`src/rtl/fifo_uart_tx.sv`:
```
// -----------------------------------------------------------------------------
// fifo_uart_tx
//
// Byte serializer that sits on the read port of an 8-deep FIFO, in the read
// clock domain. It pops one byte at a time and sends it as an 8N1 frame:
// one start bit (0), eight data bits LSB first, and one stop bit (1). Each
// bit lasts CLKS_PER_BIT clocks.
//
// Parameters:
//   CLKS_PER_BIT  clocks per serial bit, legal range 2..65535
//
// Ports:
//   rd_clk      in   clock; all state updates on the rising edge
//   reset       in   asynchronous, active-low reset
//   tx_enable   in   allows a new frame to start (sampled only in IDLE)
//   fifo_empty  in   FIFO empty flag
//   fifo_data   in   FIFO data_out, valid the cycle after fifo_rd_en
//   fifo_rd_en  out  pop request, high only in the POP state
//   tx          out  registered serial line, idles high
//   busy        out  high whenever the state is not IDLE
//   tx_done     out  one-cycle pulse in the first IDLE cycle after a frame
// -----------------------------------------------------------------------------
module fifo_uart_tx #(
  parameter int CLKS_PER_BIT = 16
) (
  input  logic       rd_clk,
  input  logic       reset,
  input  logic       tx_enable,
  input  logic       fifo_empty,
  input  logic [7:0] fifo_data,
  output logic       fifo_rd_en,
  output logic       tx,
  output logic       busy,
  output logic       tx_done
);

  localparam int CNT_W = (CLKS_PER_BIT > 1) ? $clog2(CLKS_PER_BIT) : 1;
  localparam logic [CNT_W-1:0] CNT_MAX = CNT_W'(CLKS_PER_BIT - 1);

  typedef enum logic [2:0] {
    IDLE  = 3'd0,
    POP   = 3'd1,
    LOAD  = 3'd2,
    START = 3'd3,
    DATA  = 3'd4,
    STOP  = 3'd5
  } state_t;

  state_t           state;
  state_t           state_next;
  logic [CNT_W-1:0] baud_cnt;
  logic [CNT_W-1:0] baud_cnt_next;
  logic [2:0]       bit_idx;
  logic [2:0]       bit_idx_next;
  logic [7:0]       shift_reg;
  logic [7:0]       shift_reg_next;
  logic             tx_next;
  logic             tx_done_next;
  logic             baud_tc;
  logic             timed_state;

  assign baud_tc     = (baud_cnt == CNT_MAX);
  assign timed_state = (state == START) || (state == DATA) || (state == STOP);

  // Pop request and busy are pure decodes of the state register, so a reset
  // drops them immediately along with the state.
  assign fifo_rd_en = (state == POP);
  assign busy       = (state != IDLE);

  always_ff @(posedge rd_clk or negedge reset) begin
    if (!reset) begin
      state     <= IDLE;
      baud_cnt  <= '0;
      bit_idx   <= '0;
      shift_reg <= '0;
      tx        <= 1'b1;
      tx_done   <= 1'b0;
    end else begin
      state     <= state_next;
      baud_cnt  <= baud_cnt_next;
      bit_idx   <= bit_idx_next;
      shift_reg <= shift_reg_next;
      tx        <= tx_next;
      tx_done   <= tx_done_next;
    end
  end

  always_comb begin
    state_next     = state;
    shift_reg_next = shift_reg;
    bit_idx_next   = bit_idx;
    tx_done_next   = 1'b0;
    baud_cnt_next  = '0;
    tx_next        = 1'b1;

    case (state)
      IDLE: begin
        if (tx_enable && !fifo_empty) begin
          state_next = POP;
        end
      end
      POP: begin
        state_next = LOAD;
      end
      LOAD: begin
        // The FIFO output register holds the popped byte during this cycle.
        shift_reg_next = fifo_data;
        state_next     = START;
      end
      START: begin
        if (baud_tc) begin
          state_next   = DATA;
          bit_idx_next = 3'd0;
        end
      end
      DATA: begin
        if (baud_tc) begin
          shift_reg_next = {1'b0, shift_reg[7:1]};
          bit_idx_next   = bit_idx + 3'd1;
          if (bit_idx == 3'd7) begin
            state_next = STOP;
          end
        end
      end
      STOP: begin
        if (baud_tc) begin
          state_next   = IDLE;
          tx_done_next = 1'b1;
        end
      end
      default: begin
        state_next = IDLE;
      end
    endcase

    // The baud counter restarts on every state entry and wraps at terminal
    // count, so each bit inside DATA also starts from zero.
    if ((state_next != state) || baud_tc || !timed_state) begin
      baud_cnt_next = '0;
    end else begin
      baud_cnt_next = baud_cnt + 1'b1;
    end

    // tx is registered, so it is computed from the state and shift register
    // that will be live during the next cycle.
    case (state_next)
      START:   tx_next = 1'b0;
      DATA:    tx_next = shift_reg_next[0];
      default: tx_next = 1'b1;
    endcase
  end

endmodule

```
`config.mk`:
```
export PLATFORM = sky130hd
export DESIGN_NAME = fifo_uart_tx
export DESIGN_NICKNAME = d
export VERILOG_FILES = /design/src/rtl/fifo_uart_tx.sv
export SDC_FILE = /design/constraint.sdc
export NUM_CORES = 1
export LEC_CHECK = 0
export CAP_MARGIN = 10
export CORE_UTILIZATION = 51
export DETAILED_ROUTE_END_ITERATION = 12
export GPL_TIMING_DRIVEN = 0
export PLACE_DENSITY_LB_ADDON = 0.15
export SYNTH_ARGS = -nofsm -noshare
export SYNTH_HDL_FRONTEND = slang
export SYNTH_SLANG_ARGS = --single-unit
```
`constraint.sdc`:
```
create_clock -name rd_clk -period 2.1 [get_ports rd_clk]
set_input_delay 0.42 -clock rd_clk [delete_from_list [all_inputs] [get_ports rd_clk]]
set_output_delay 0.42 -clock rd_clk [all_outputs]
set_load 0.03 [all_outputs]
```
==> out/qor.csv, run 1 <==
stage,metric,value,unit
synth,synth_edf_count,0,
global_route,grt_pass1_wl,2.973,mm
power,internal_power,0.5249,mW
global_route,grt_pass1_vias,700,
timing,rsz0062_at_grt,no,
synth,yosysWarnings,0,
drt,num_vias,772,
floorplanning,fp.dieH,46.22,um
place,dp_hpwl,1.382,mm
global_route,antenna_found_initial,0,
drt,wl_per_cell,13.28,um
worst_setup_path,path_buf_inv,2,
worst_setup_path,crit_chain,buf_2 > or3_1 > clkdlybuf4s15_2,
timing,tightest_slew,0.8831,ns
clocking,cts.sink_count,20,
hold_path,hold_depth,1,
worst_setup_path,rrSetupSlack,0.37,ns
floorplanning,row_count,15,
drt,ant_nets,0,
timing,maxSlewViolCount,0,
timing,fmax,502.5,MHz
worst_setup_path,crit_path_start_kind,flip-flop,
power,p_sw,0.1391,mW
drt,dr.pass1.iters,4,
final_layout,nNetsFinal,132,
synth,syn_avg_cell_area,10.18,um^2
power,powerDensity,549.3,nW/um^2
global_route,grt-ovfl-total,0,
timing,max_slew_margin,40.94,%
synth,synth_cell_type_count,33,
final_layout,n_antenna_cell,0,
final_layout,largest_register_ffs,8,
worst_setup_path,rr_worst_depth,6,
worst_setup_path,end_kind,output pin,
synth,syn_area,997.2,um^2
clocking,clkLatencyLatePin,0.30,ns
floorplanning,die_area,2136,um^2
synth,netlist_instances,98,
clocking,cts_buffers,3,
final_layout,area_growth,21.20,%
worst_setup_path,cpPeakStageDelay,0.47,ns
final_layout,final_common_cell,dfrtp_1,
clocking,htreeDepth,1,
global_route,grt_use_total,19.82,%
timing,final-hold-violation-count,0,
drt,drt_wl_total,1.873,mm
worst_setup_path,required,1.68,ns
floorplanning,start_util,55.93,%
worst_setup_path,crit_type,flip-flop to output pin,
drt,post_drt_via_cell_ratio,5.475,
power,power.leakage,0.5298,nW
worst_setup_path,critical-path-slowest-cell,dfrtp_1,
run,maxCapViolCount,0,
timing,finalSetupViolCount,0,
timing,setup_tns,0,ns
power,ir_worst_vdd,0.0004161,V
floorplanning,core_area,1783,um^2
run_status,status,completed,
power,clkPwrFrac,33.8,%
hold_path,hp-start,baud_cnt[0],
place,gp_congestion,0.8145,
drt,first_iter_violations,11,
synth,ys.flop_type,dfrtp_1,
global_route,grt_max_degree,21,
synth,synth_nets,113,
worst_setup_path,arrival,1.57,ns
worst_setup_path,cp_max_fo,10,
worst_setup_path,regToRegStartpoint,baud_cnt[0],
worst_setup_path,crit_family,buffers and inverters,
hold_path,whs_endpoint,baud_cnt[0],
hold_path,hold_path_class,flip-flop to flip-flop,
final_layout,fillers,149,
clocking,clockBufferDepth,2,
synth,async_flop_share,100.0,%
final_layout,drive_gt1_share,16.38,%
floorplanning,die_w,46.22,um
synth,seq_area_frac_synth,50.31,%
place,dp.cells,138,
power,swShare,20.95,%
final_layout,final_cell_mix,"dfrtp_1 (18), nand2_1 (17), clkdlybuf4s50_1 (13), nor2_1 (9), a22oi_1 (6)",
clocking,clkTransAtPathRegs,0.11,ns
floorplanning,io_pins,16,
timing,finalCritPeriodShare,94.76,%
power,combPwrFrac,6.4,%
worst_setup_path,reg2reg_to,tx,
power,pwr-share-seq,59.8,%
clocking,tritoncts,yes,
final_layout,final_cells,141,
timing,period_minus_slack,1.990,ns
synth,synth-seq-cells,20,
timing,skew,0.003397,ns
place,io_buffers,15,
clocking,cts_root_buf,clkbuf_4,
drt,route.detailed.drc,0,
-- worst register-to-register path: stages (launching register included) --
cell	delay [ns]
dfrtp_1	0.42
ha_1	0.24
and3_1	0.20
buf_6	0.13
a21oi_2	0.33
a221oi_2	0.13
a211oi_2	0.21
-- repair_timing --
action	4_1_cts	5_1_grt
gates resized for setup	5	4
buffers inserted	0	0
setup endpoints to repair	2	2
hold buffers	0	0
-- layer usage --
metal | GRT usage (%) | wire length, um
met1 | 26.68 | 962
met2 | 30.99 | 844
met3 | 2.353 | 41
met4 | 10.59 | 24
met5 | 0 | 0
-- power by group through the flow --
stage | Combinational [mW] | Sequential, mW | Clock (mW)
floorplan | 0.00976 | 0.406 | 0
global placement | 0.0419 | 0.405 | 0
detailed placement | 0.0433 | 0.405 | 0
CTS | 0.0434 | 0.397 | 0.229
global route | 0.0469 | 0.398 | 0.239
finish | 0.0424 | 0.397 | 0.224
-- synthesized netlist by cell type, types with 3 or more instances --
master / n / area share (%)
dfrtp_1: 19 / 48
ha_1: 3 / 3.8
nand3_1: 3 / 1.5
a21oi_1: 4 / 2.0
nor3b_1: 4 / 3.0
nor2_1: 9 / 3.4
o22ai_1: 3 / 1.9
o21ai_0: 3 / 1.5
nand2_1: 17 / 6.4
a22oi_1: 6 / 4.5
-- through the flow --
stage	util [%]	power (mW)	hold WS [ns]	instance area, um^2	worst slack (ns)
finish	67.79	0.6640	0.4751	1209	0.1100
global route	67.79	0.6844	0.4896	1209	0.04896
floorplan	-	0.4160	0.1244	997.2	0.3087
global placement	66.11	0.4465	0.4471	1179	0.05051
detailed placement	66.11	0.4483	0.4602	1179	0.02261
CTS	68.21	0.6702	0.4764	1216	0.03519
-- cells by family after synthesis --
kind of cell             Yosys count  share of synthesized area [%]
AND/OR/NAND/NOR                   43                          22.46
AO/OA/AOI/OAI                     24                          17.69
flip-flops                        20                          50.31
buffers and inverters              6                          4.014
adder cells (fa/ha/maj)            3                          3.765
XOR/XNOR                           2                          1.757
-- area by class of cell --
class / count / area (um^2) / share of cell area (%)
plain buffers: 4 / 32.53 / 2.692
clock buffers: 4 / 36.28 / 3.002
inverters: 1 / 3.754 / 0.3106
multi-input cells: 72 / 455.4 / 37.68
flip-flops and latches: 20 / 503.0 / 41.61
well taps: 25 / 31.28 / 2.588
repair buffers: 15 / 146.4 / 12.11
-- how the worst max path moves through the flow --
| stage | depth (start not counted) | end | start | slack, ns |
|---|---|---|---|---|
| final | 3 | busy | state[0] | 0.11 |
| after detailed placement | 3 | busy | state[2] | 0.02 |
| after global routing | 3 | busy | state[0] | 0.05 |
| after floorplan | 2 | fifo_rd_en | state[0] | 0.31 |
| after global placement | 3 | busy | state[2] | 0.05 |
| after CTS | 3 | busy | state[2] | 0.04 |
No activity file was read; power rests on OpenSTA's default activity.
==> run 2, diff against run 1 <==
--- a/config.mk
+++ b/config.mk
@@ -6,7 +6,7 @@
 export NUM_CORES = 1
 export LEC_CHECK = 0
 export CAP_MARGIN = 10
-export CORE_UTILIZATION = 51
+export CORE_UTILIZATION = 39
 export DETAILED_ROUTE_END_ITERATION = 12
 export GPL_TIMING_DRIVEN = 0
 export PLACE_DENSITY_LB_ADDON = 0.15
==> out/qor.csv, run 2 (synthesis results as in run 1) <==
stage,metric,value,unit,change
run_status,status,completed,,
worst_setup_path,critical-path-slowest-cell,dfrtp_1,,
final_layout,drive_gt1_share,15.52,%,-0.86 points
drt,post_drt_via_cell_ratio,5.382,,-1.7%
worst_setup_path,path_buf_inv,2,,unchanged
worst_setup_path,crit_chain,buf_2 > or3_1 > clkdlybuf4s15_2,,
timing,maxSlewViolCount,0,,unchanged
global_route,grt_use_total,15.97,%,-3.8 points
place,dp_hpwl,1.277,mm,-7.6%
timing,final-hold-violation-count,0,,unchanged
clocking,cts_root_buf,clkbuf_4,,
drt,first_iter_violations,10,,-1
power,ir_worst_vdd,0.0003386,V,-19%
timing,finalCritPeriodShare,94.44,%,-0.32 points
clocking,cts.sink_count,20,,unchanged
worst_setup_path,cpPeakStageDelay,0.47,ns,about the same
final_layout,final_cell_mix,"dfrtp_1 (18), nand2_1 (17), clkdlybuf4s50_1 (13), nor2_1 (9), a22oi_1 (6)",,
timing,holdWs,0.4755,ns,+0.0003640 ns
drt,dr.pass1.iters,4,,unchanged
global_route,antenna_found_initial,0,,unchanged
floorplanning,die_area,2763,um^2,+29%
timing,skew,0.005351,ns,+0.001953 ns
clocking,cts_setup_buffers,0,,unchanged
place,dp_slack,0.03742,ns,+0.01481 ns
timing,setup_tns,0,ns,unchanged
timing,setup_ws,0.1167,ns,+0.006740 ns
final_layout,area_growth,20.58,%,
global_route,grt-ovfl-total,0,,unchanged
clocking,tritoncts,yes,,
power,powerDensity,522.7,nW/um^2,-4.9%
drt,wl_per_cell,12.68,um,-4.5%
worst_setup_path,crit_path_start_kind,flip-flop,,
floorplanning,die_w,52.57,um,+14%
worst_setup_path,cp_max_fo,10,,unchanged
worst_setup_path,rrSetupSlack,0.34,ns,-0.03 ns
clocking,cts_hold_buf,0,,unchanged
floorplanning,io_pins,16,,unchanged
floorplanning,start_util,43.01,%,-13 points
run,maxCapViolCount,0,,unchanged
clocking,clkTransAtPathRegs,0.11,ns,about the same
drt,ant_nets,0,,unchanged
floorplanning,fp.dieH,52.57,um,+14%
clocking,clkLatencyLatePin,0.29,ns,about the same
worst_setup_path,required,1.68,ns,about the same
place,io_buffers,15,,unchanged
timing,finalSetupViolCount,0,,unchanged
clocking,clockBufferDepth,2,,unchanged
worst_setup_path,crit_family,buffers and inverters,,
final_layout,utilization,51.86,%,-16 points
timing,max_slew_margin,39.89,%,-1.0 points
clocking,cts_buffers,3,,unchanged
final_layout,largest_register_ffs,8,,unchanged
global_route,grt_pass1_vias,693,,-1.0%
power,power.leakage,0.5238,nW,-1.1%
timing,tightest_slew,0.8988,ns,+0.01566 ns
hold_path,hold_path_class,flip-flop to flip-flop,,
drt,num_vias,775,,+0.39%
timing,fmax,504.2,MHz,+0.34%
worst_setup_path,arrival,1.56,ns,about the same
drt,drt_wl_total,1.826,mm,-2.5%
final_layout,final_common_cell,dfrtp_1,,
global_route,grt_pass1_wl,3.146,mm,+5.8%
final_layout,nNetsFinal,132,,unchanged
floorplanning,core_area,2318,um^2,+30%
clocking,htreeDepth,1,,unchanged
drt,route.detailed.drc,0,,unchanged
place,gp_congestion,0.8066,,-0.97%
floorplanning,row_count,17,,+2
timing,rsz0062_at_grt,no,,
final_layout,n_antenna_cell,0,,unchanged
worst_setup_path,end_kind,output pin,,
global_route,grt_max_degree,21,,unchanged
timing,period_minus_slack,1.983,ns,-0.006740 ns
worst_setup_path,crit_type,flip-flop to output pin,,
## run 2: cell count changes in the layout (fill, tap and decap cells not counted)
cell | previous run | this run
clkbuf_8 | 1 | 0
clkbuf_1 | 0 | 1
## run 2: final cells by class
cell class                      count  area [um^2]
Buffer                              4        32.53
Tap cell                           28        35.03
Multi-Input combinational cell     72        455.4
Fill cell                         223         1116
Sequential cell                    20        503.0
Timing Repair Buffer               15        146.4
Inverter                            1        3.754
Clock buffer                        4        26.28
## run 2: routing by layer
layer  up-vias  global-route usage, %  wire length, um
li1        385                      -                -
met1       378                  23.30              901
met2        10                  22.57              859
met3         2                  2.609               51
met4         0                  7.895               13
met5         -                      0                0
## run 2: repair_timing
action / 4_1_cts / 5_1_grt
hold endpoints to repair: 0 / 0
cloned: 0 / 0
pin swaps: 0 / 0
setup endpoints to repair: 2 / 2
resized for setup: 5 / 4
## run 2: power by group
part           switching, mW  internal, mW  total (mW)
clock                  0.115        0.0738       0.189
combinational         0.0163        0.0257      0.0420
sequential           0.00401         0.393       0.397
total                  0.135         0.493       0.628
## run 2: worst paths after layout
check | from | endpoint | cells after the start
worst min-delay path | baud_cnt[0] | baud_cnt[0] | 1
worst min register to register | baud_cnt[0] | baud_cnt[0] | 1
worst max register to register | baud_cnt[0] | tx | 6
min in group asynchronous | reset | tx_done | 1
max in group asynchronous | reset | state[2] | 1
worst max-delay path | state[0] | busy | 3
## run 2: stage by stage
| step | power, mW | cells | cell area (um^2) |
|---|---|---|---|
| final | 0.6284 | 144 | 1202 |
| after global routing | 0.6624 | 144 | 1202 |
| after CTS | 0.6400 | 145 | 1210 |
| after detailed placement | 0.4477 | 141 | 1182 |
| after global placement | 0.4470 | 141 | 1182 |
| after floorplan | 0.4160 | 98 | 997.2 |
